<file path="config.mk">
export PLATFORM = sky130hd
export DESIGN_NAME = gf_mul_seq
export DESIGN_NICKNAME = d
export VERILOG_FILES = /design/src/rtl/gf_pkg.sv /design/src/rtl/gf_digit_step.sv /design/src/rtl/gf_mul_seq.sv
export SDC_FILE = /design/constraint.sdc
export NUM_CORES = 1
export LEC_CHECK = 0
export CAP_MARGIN = 0
export CELL_PAD_IN_SITES_DETAIL_PLACEMENT = 0
export CELL_PAD_IN_SITES_GLOBAL_PLACEMENT = 1
export CORE_MARGIN = 2
export CORE_UTILIZATION = 25
export DETAILED_ROUTE_END_ITERATION = 8
export HOLD_SLACK_MARGIN = 0.02
export PLACE_DENSITY_LB_ADDON = 0.1
export SYNTH_ARGS = -nofsm -noshare
export SYNTH_HDL_FRONTEND = slang
export SYNTH_SLANG_ARGS = --single-unit
export TNS_END_PERCENT = 10
</file>
<file path="constraint.sdc">
create_clock -name clk -period 2.8 [get_ports clk]
set_input_delay 0.42 -clock clk [delete_from_list [all_inputs] [get_ports clk]]
set_output_delay 0.42 -clock clk [all_outputs]
set_load 0.005 [all_outputs]
</file>
<file path="src/rtl/gf_pkg.sv">
// rtl/gf_pkg.sv - shared opcodes, FSM states and field constants for the GF(2^M) engine
//
// Contents:
//   OP_MUL / OP_INV : request opcode encoding on the op port
//   gf_state_e      : controller states of gf_mul_seq
//   POLY_AES        : x^8 + x^4 + x^3 + x + 1, the AES field polynomial
package gf_pkg;

  localparam logic OP_MUL = 1'b0;
  localparam logic OP_INV = 1'b1;

  localparam logic [8:0] POLY_AES = 9'h11B;

  typedef enum logic [2:0] {
    IDLE    = 3'd0,
    MUL     = 3'd1,
    INV_SQ  = 3'd2,
    INV_MUL = 3'd3,
    DONE    = 3'd4
  } gf_state_e;

endpackage

</file>
<file path="src/rtl/gf_digit_step.sv">
// rtl/gf_digit_step.sv - one combinational digit step of an MSB-first GF(2^M) multiply
//
// Computes acc_next = (acc * x^DIGIT mod POLY) xor (a * b_digit mod POLY).
// Ports:
//   acc      in  M      running partial product
//   a        in  M      multiplicand
//   b_digit  in  DIGIT  next DIGIT multiplier bits, MSB first
//   acc_next out M      updated partial product
module gf_digit_step
  import gf_pkg::*;
#(
  parameter int         M     = 8,
  parameter logic [M:0] POLY  = POLY_AES,
  parameter int         DIGIT = 1
) (
  input  logic [M-1:0]     acc,
  input  logic [M-1:0]     a,
  input  logic [DIGIT-1:0] b_digit,
  output logic [M-1:0]     acc_next
);

  logic [M-1:0] t;

  // Horner form: shift-reduce once per bit, folding in a where the multiplier
  // bit is set. By linearity this equals the acc*x^DIGIT xor a*b_digit form.
  always_comb begin
    t = acc;
    for (int i = DIGIT - 1; i >= 0; i--) begin
      t = {t[M-2:0], 1'b0} ^ (t[M-1] ? POLY[M-1:0] : {M{1'b0}});
      if (b_digit[i]) begin
        t = t ^ a;
      end
    end
    acc_next = t;
  end

endmodule

</file>
<file path="src/rtl/gf_mul_seq.sv">
// rtl/gf_mul_seq.sv - sequential GF(2^M) multiplier / inverter with valid-ready handshakes
//
// MUL: result = a*b mod POLY in M/DIGIT cycles.
// INV: result = a^(2^M-2) via 2M-3 back-to-back multiplies (0 maps to 0).
// Ports:
//   clk, rst             clock, asynchronous active-high reset
//   in_valid / in_ready  request handshake (in_ready only in IDLE)
//   op, a, b             opcode (OP_MUL / OP_INV) and operands
//   out_valid/out_ready  result handshake (held in DONE until accepted)
//   result               registered result, holds last delivered value
//   busy                 high whenever not IDLE
module gf_mul_seq
  import gf_pkg::*;
#(
  parameter int         M     = 8,
  parameter logic [M:0] POLY  = POLY_AES,
  parameter int         DIGIT = 1
) (
  input  logic         clk,
  input  logic         rst,
  input  logic         in_valid,
  output logic         in_ready,
  input  logic         op,
  input  logic [M-1:0] a,
  input  logic [M-1:0] b,
  output logic         out_valid,
  input  logic         out_ready,
  output logic [M-1:0] result,
  output logic         busy
);

  localparam int CW    = 5;
  localparam int STEPS = M / DIGIT;

  if (M < 2 || M > 16) begin : g_bad_m
    $error("gf_mul_seq: M must be in 2..16");
  end
  if (DIGIT < 1 || (M % DIGIT) != 0) begin : g_bad_digit
    $error("gf_mul_seq: DIGIT must divide M");
  end
  if (POLY[M] != 1'b1) begin : g_bad_poly
    $error("gf_mul_seq: POLY bit M must be set");
  end

  gf_state_e     state_q, state_d;
  logic [M-1:0]  acc_q, acc_d;
  logic [M-1:0]  ma_q, ma_d;        // multiplicand of the running multiply
  logic [M-1:0]  mb_q, mb_d;        // multiplier, shifted left one digit per step
  logic [CW-1:0] cnt_q, cnt_d;      // digit steps done in the running multiply
  logic [CW-1:0] sq_cnt_q, sq_cnt_d; // squarings completed during INV
  logic [M-1:0]  r_q, r_d;
  logic [M-1:0]  s_q, s_d;
  logic [M-1:0]  result_q, result_d;
  logic          in_ready_q, in_ready_d;
  logic          out_valid_q, out_valid_d;
  logic          busy_q, busy_d;

  logic [M-1:0]  prod;
  logic          last_step;

  gf_digit_step #(
    .M     (M),
    .POLY  (POLY),
    .DIGIT (DIGIT)
  ) u_step (
    .acc      (acc_q),
    .a        (ma_q),
    .b_digit  (mb_q[M-1 -: DIGIT]),
    .acc_next (prod)
  );

  assign last_step = (cnt_q == CW'(STEPS - 1));

  always_comb begin
    state_d  = state_q;
    acc_d    = acc_q;
    ma_d     = ma_q;
    mb_d     = mb_q;
    cnt_d    = cnt_q;
    sq_cnt_d = sq_cnt_q;
    r_d      = r_q;
    s_d      = s_q;
    result_d = result_q;

    case (state_q)
      IDLE: begin
        if (in_valid) begin
          acc_d    = '0;
          cnt_d    = '0;
          sq_cnt_d = '0;
          ma_d     = a;
          if (op == OP_INV) begin
            mb_d    = a;
            state_d = INV_SQ;
          end else begin
            mb_d    = b;
            state_d = MUL;
          end
        end
      end

      MUL, INV_SQ, INV_MUL: begin
        acc_d = prod;
        mb_d  = mb_q << DIGIT;
        cnt_d = cnt_q + CW'(1);
        if (last_step) begin
          // The next multiply (if any) starts on this same edge, so the
          // sub-multiplies of an inversion run without gaps.
          acc_d = '0;
          cnt_d = '0;
          if (state_q == MUL) begin
            result_d = prod;
            state_d  = DONE;
          end else if (state_q == INV_SQ) begin
            s_d      = prod;
            sq_cnt_d = sq_cnt_q + CW'(1);
            if (sq_cnt_q == '0) begin
              // First squaring seeds both r and s with a^2.
              r_d = prod;
              if (M == 2) begin
                result_d = prod;
                state_d  = DONE;
              end else begin
                ma_d = prod;
                mb_d = prod;
              end
            end else begin
              ma_d    = r_q;
              mb_d    = prod;
              state_d = INV_MUL;
            end
          end else begin
            r_d = prod;
            if (sq_cnt_q == CW'(M - 1)) begin
              result_d = prod;
              state_d  = DONE;
            end else begin
              ma_d    = s_q;
              mb_d    = s_q;
              state_d = INV_SQ;
            end
          end
        end
      end

      DONE: begin
        if (out_ready) begin
          state_d = IDLE;
        end
      end

      default: state_d = IDLE;
    endcase

    in_ready_d  = (state_d == IDLE);
    out_valid_d = (state_d == DONE);
    busy_d      = (state_d != IDLE);
  end

  always_ff @(posedge clk or posedge rst) begin
    if (rst) begin
      state_q     <= IDLE;
      acc_q       <= '0;
      ma_q        <= '0;
      mb_q        <= '0;
      cnt_q       <= '0;
      sq_cnt_q    <= '0;
      r_q         <= '0;
      s_q         <= '0;
      result_q    <= '0;
      in_ready_q  <= 1'b1;
      out_valid_q <= 1'b0;
      busy_q      <= 1'b0;
    end else begin
      state_q     <= state_d;
      acc_q       <= acc_d;
      ma_q        <= ma_d;
      mb_q        <= mb_d;
      cnt_q       <= cnt_d;
      sq_cnt_q    <= sq_cnt_d;
      r_q         <= r_d;
      s_q         <= s_d;
      result_q    <= result_d;
      in_ready_q  <= in_ready_d;
      out_valid_q <= out_valid_d;
      busy_q      <= busy_d;
    end
  end

  assign in_ready  = in_ready_q;
  assign out_valid = out_valid_q;
  assign busy      = busy_q;
  assign result    = result_q;

endmodule

</file>
==> impl_metrics.tcl <==
set metrics [dict create \
    outcome "completed" \
    drive_gt1_share_pct 13.1 \
    rsz0062_at_grt "no" \
    die_y_um 122 \
    die_area_sq_um 14900 \
    netlist_top_cells_area "dfrtp_1, nand2_1, o21ai_1, a21oi_1, nor2_1" \
    clk_pin_slew_worst_paths_ns 0.06 \
    cts_buffers 9 \
    endpoint_kind "register" \
    cp_max_fo 10 \
    reg2reg_slack_ns 0.53 \
    coreArea_sq_um 13700 \
    crit_arrival_ns 2.48 \
    yosysMostFrequentCell "dfrtp_1" \
    period_needed_ns 2.27 \
    drc 0 \
    syn_area_sq_um 3480 \
    fin_tns_setup_ns 0 \
    gp_congestion 0.748 \
    insertion_delay_ns 0.34 \
    area_growth_pct 25.4 \
    crit_chain "inv_1 -> ha_1 -> or4b_1 -> nand4_1 -> a21oi_1 -> or4_1" \
    cts.sinks 64 \
    critPathRequiredTime_ns 3.01 \
    hp-class "in2async" \
    final_area_sq_um 4360 \
    ir_drop_v 0.000460 \
    fin_crit_sh_pct 81.1 \
    grt_max_degree 65 \
    vias 2900 \
    final_nets 430 \
    port-buffer-count 31 \
    worstMarginPinSlew_ns 0.695 \
    dp_hpwl_mm 7.77 \
    synth_top_area_share_pct 45.4 \
    die_x_um 122 \
    ys.flop_type "dfrtp_1" \
    synthArstFlopShare_pct 100 \
    gr-total-overflow 0 \
    pin_count 32 \
    slowest_delay_ns 0.70 \
    grt_pass1_wl_mm 17.5 \
    antennaDiodeCount 0 \
    cts_setup_buffers 0 \
    drt-pass1-iter-count 4 \
    crit_family "simple AND/OR/NAND/NOR gates" \
    fp-row-count 43 \
    antenna_found_initial 0 \
    ys_ff_latch 64 \
    drt-vias-per-instance 4.91 \
    critPathKind "reg2reg" \
    synthTopCellsByCount "dfrtp_1, nand2_1, nor2_1" \
    skew_ns 0.00563 \
    synthCells 369 \
    synth-warning-count 0 \
    max_freq_mhz 440 \
    worstSetupStartpointType "register" \
    wl_per_cell_um 18.4 \
    hold_viol_final 0 \
    p_leak_nw 1.81 \
    cts_tree "built" \
    htreeDepth 3 \
    synth_nets 393 \
    dpl_cell_area_sq_um 4060 \
    routed_wl_mm 10.9 \
    clock-root-buffer "clkbuf_16" \
    seq_area_frac_synth_pct 46.1 \
    avgSynthCellArea_sq_um 9.42 \
    hold_buffers 0 \
    p_total_mw 4.81 \
    grt_pass1_vias 2969 \
    path_buf_inv 1 \
    grt_use_total_pct 15.9 \
    cts.repair.resized 0 \
    synth-edff-count 0 \
    drv_cap 0 \
    ys_types 57 \
    slew_headroom_pct 53.6 \
    p_per_area_nw_per_um2 1100 \
    setup_violations 0 \
    start_util_pct 25.3 \
    antenna_left 0 \
    synth_top_area_cell "dfrtp_1" \
    clock_path_buffers 2 \
    maxSlewViolCount 0 \
    crit_path_top_delay_cell "or4b_1" \
    drtIter0Drc 142 \
]
## placed cells by master, fill, tap and decap left out, types with 4 or more instances in the layout
cell type and n:
buf_4 17, xnor2_1 5, or3_1 5, a21boi_0 4, clkbuf_16 9, xor2_1 7, o21ai_0 21, o21ai_1 25
mux2_2 4, dfrtp_1 63, inv_1 6, nand2_1 42, and3b_1 5, clkdlybuf4s50_1 31, o211ai_1 11, a21oi_1 23
nor2_1 28, a221o_1 4, a22o_1 6, nor3_1 11, o21ai_2 7, mux2i_1 10, nand3_1 12
## per-layer routing
metal / GRT usage, % / wire length (um)
met5: 0 / 0
met1: 21.4 / 5190
met2: 25.1 / 5090
met4: 5.24 / 175
met3: 3.93 / 401
## power breakdown
group | internal (mW) | switching, mW | total, mW
sequential | 1.30 | 0.373 | 1.67
combinational | 0.843 | 1.16 | 2.00
clock | 0.688 | 0.446 | 1.13
total | 2.83 | 1.98 | 4.81
## through the flow
step | hold WS (ns) | cells | setup slack [ns] | util (%)
floorplan | 0.446 | 369 | 0.784 | -
global placement | 0.456 | 575 | 0.553 | 29.6
detailed placement | 0.467 | 575 | 0.543 | 29.6
CTS | 0.480 | 591 | 0.523 | 31.8
global route | 0.488 | 591 | 0.400 | 31.8
finish | 0.454 | 591 | 0.528 | 31.8
## path summary, 6_finish.rpt
check | startpoint | end | depth (start not counted)
setup reg to reg | sq_cnt_q[0] | busy | 6
hold / removal | rst | cnt_q[2] | 3
max in group asynchronous | rst | r_q[0] | 3
setup / recovery | sq_cnt_q[0] | busy | 6
min in group clk | r_q[4] | r_q[4] | 2
hold reg to reg | r_q[4] | r_q[4] | 2
## worst register-to-register path: cells and delay by family, from the launching register on
family,cells,cell delay [ns]
buf+inv,1,0.07
fa+ha+maj,1,0.15
simple gates,3,1.39
compound gates,1,0.11
flops,1,0.42
## final cells by class
| class | instances | area (sq um) |
|---|---|---|
| well taps | 180 | 225 |
| multi-input cells | 274 | 1750 |
| clock inverters | 7 | 72.6 |
| flip-flops and latches | 64 | 1600 |
| inverters | 8 | 30.0 |
| clock buffers | 9 | 225 |
| fillers | 1476 | 9360 |
| repair buffers | 49 | 458 |
## cell families (layout without fill, tap and decap cells)
family / Yosys count / count (layout) / share of synthesized area, %
flops: 64 / 64 / 46.1
buf+inv: 31 / 73 / 3.92
fa+ha+maj: 3 / 3 / 1.08
mux: 14 / 14 / 4.18
compound gates: 125 / 125 / 24.3
simple gates: 120 / 120 / 17.4
xor+xnor: 12 / 12 / 3.02
## registers in the layout (all words and copies together), names as in the netlist, 3 cells and up
signal    cells
cnt_q         5
mb_q          8
ma_q          8
acc_q         8
r_q           8
s_q           8
sq_cnt_q      5
state_q       3
result        8
No activity file was read; power rests on OpenSTA's default activity.
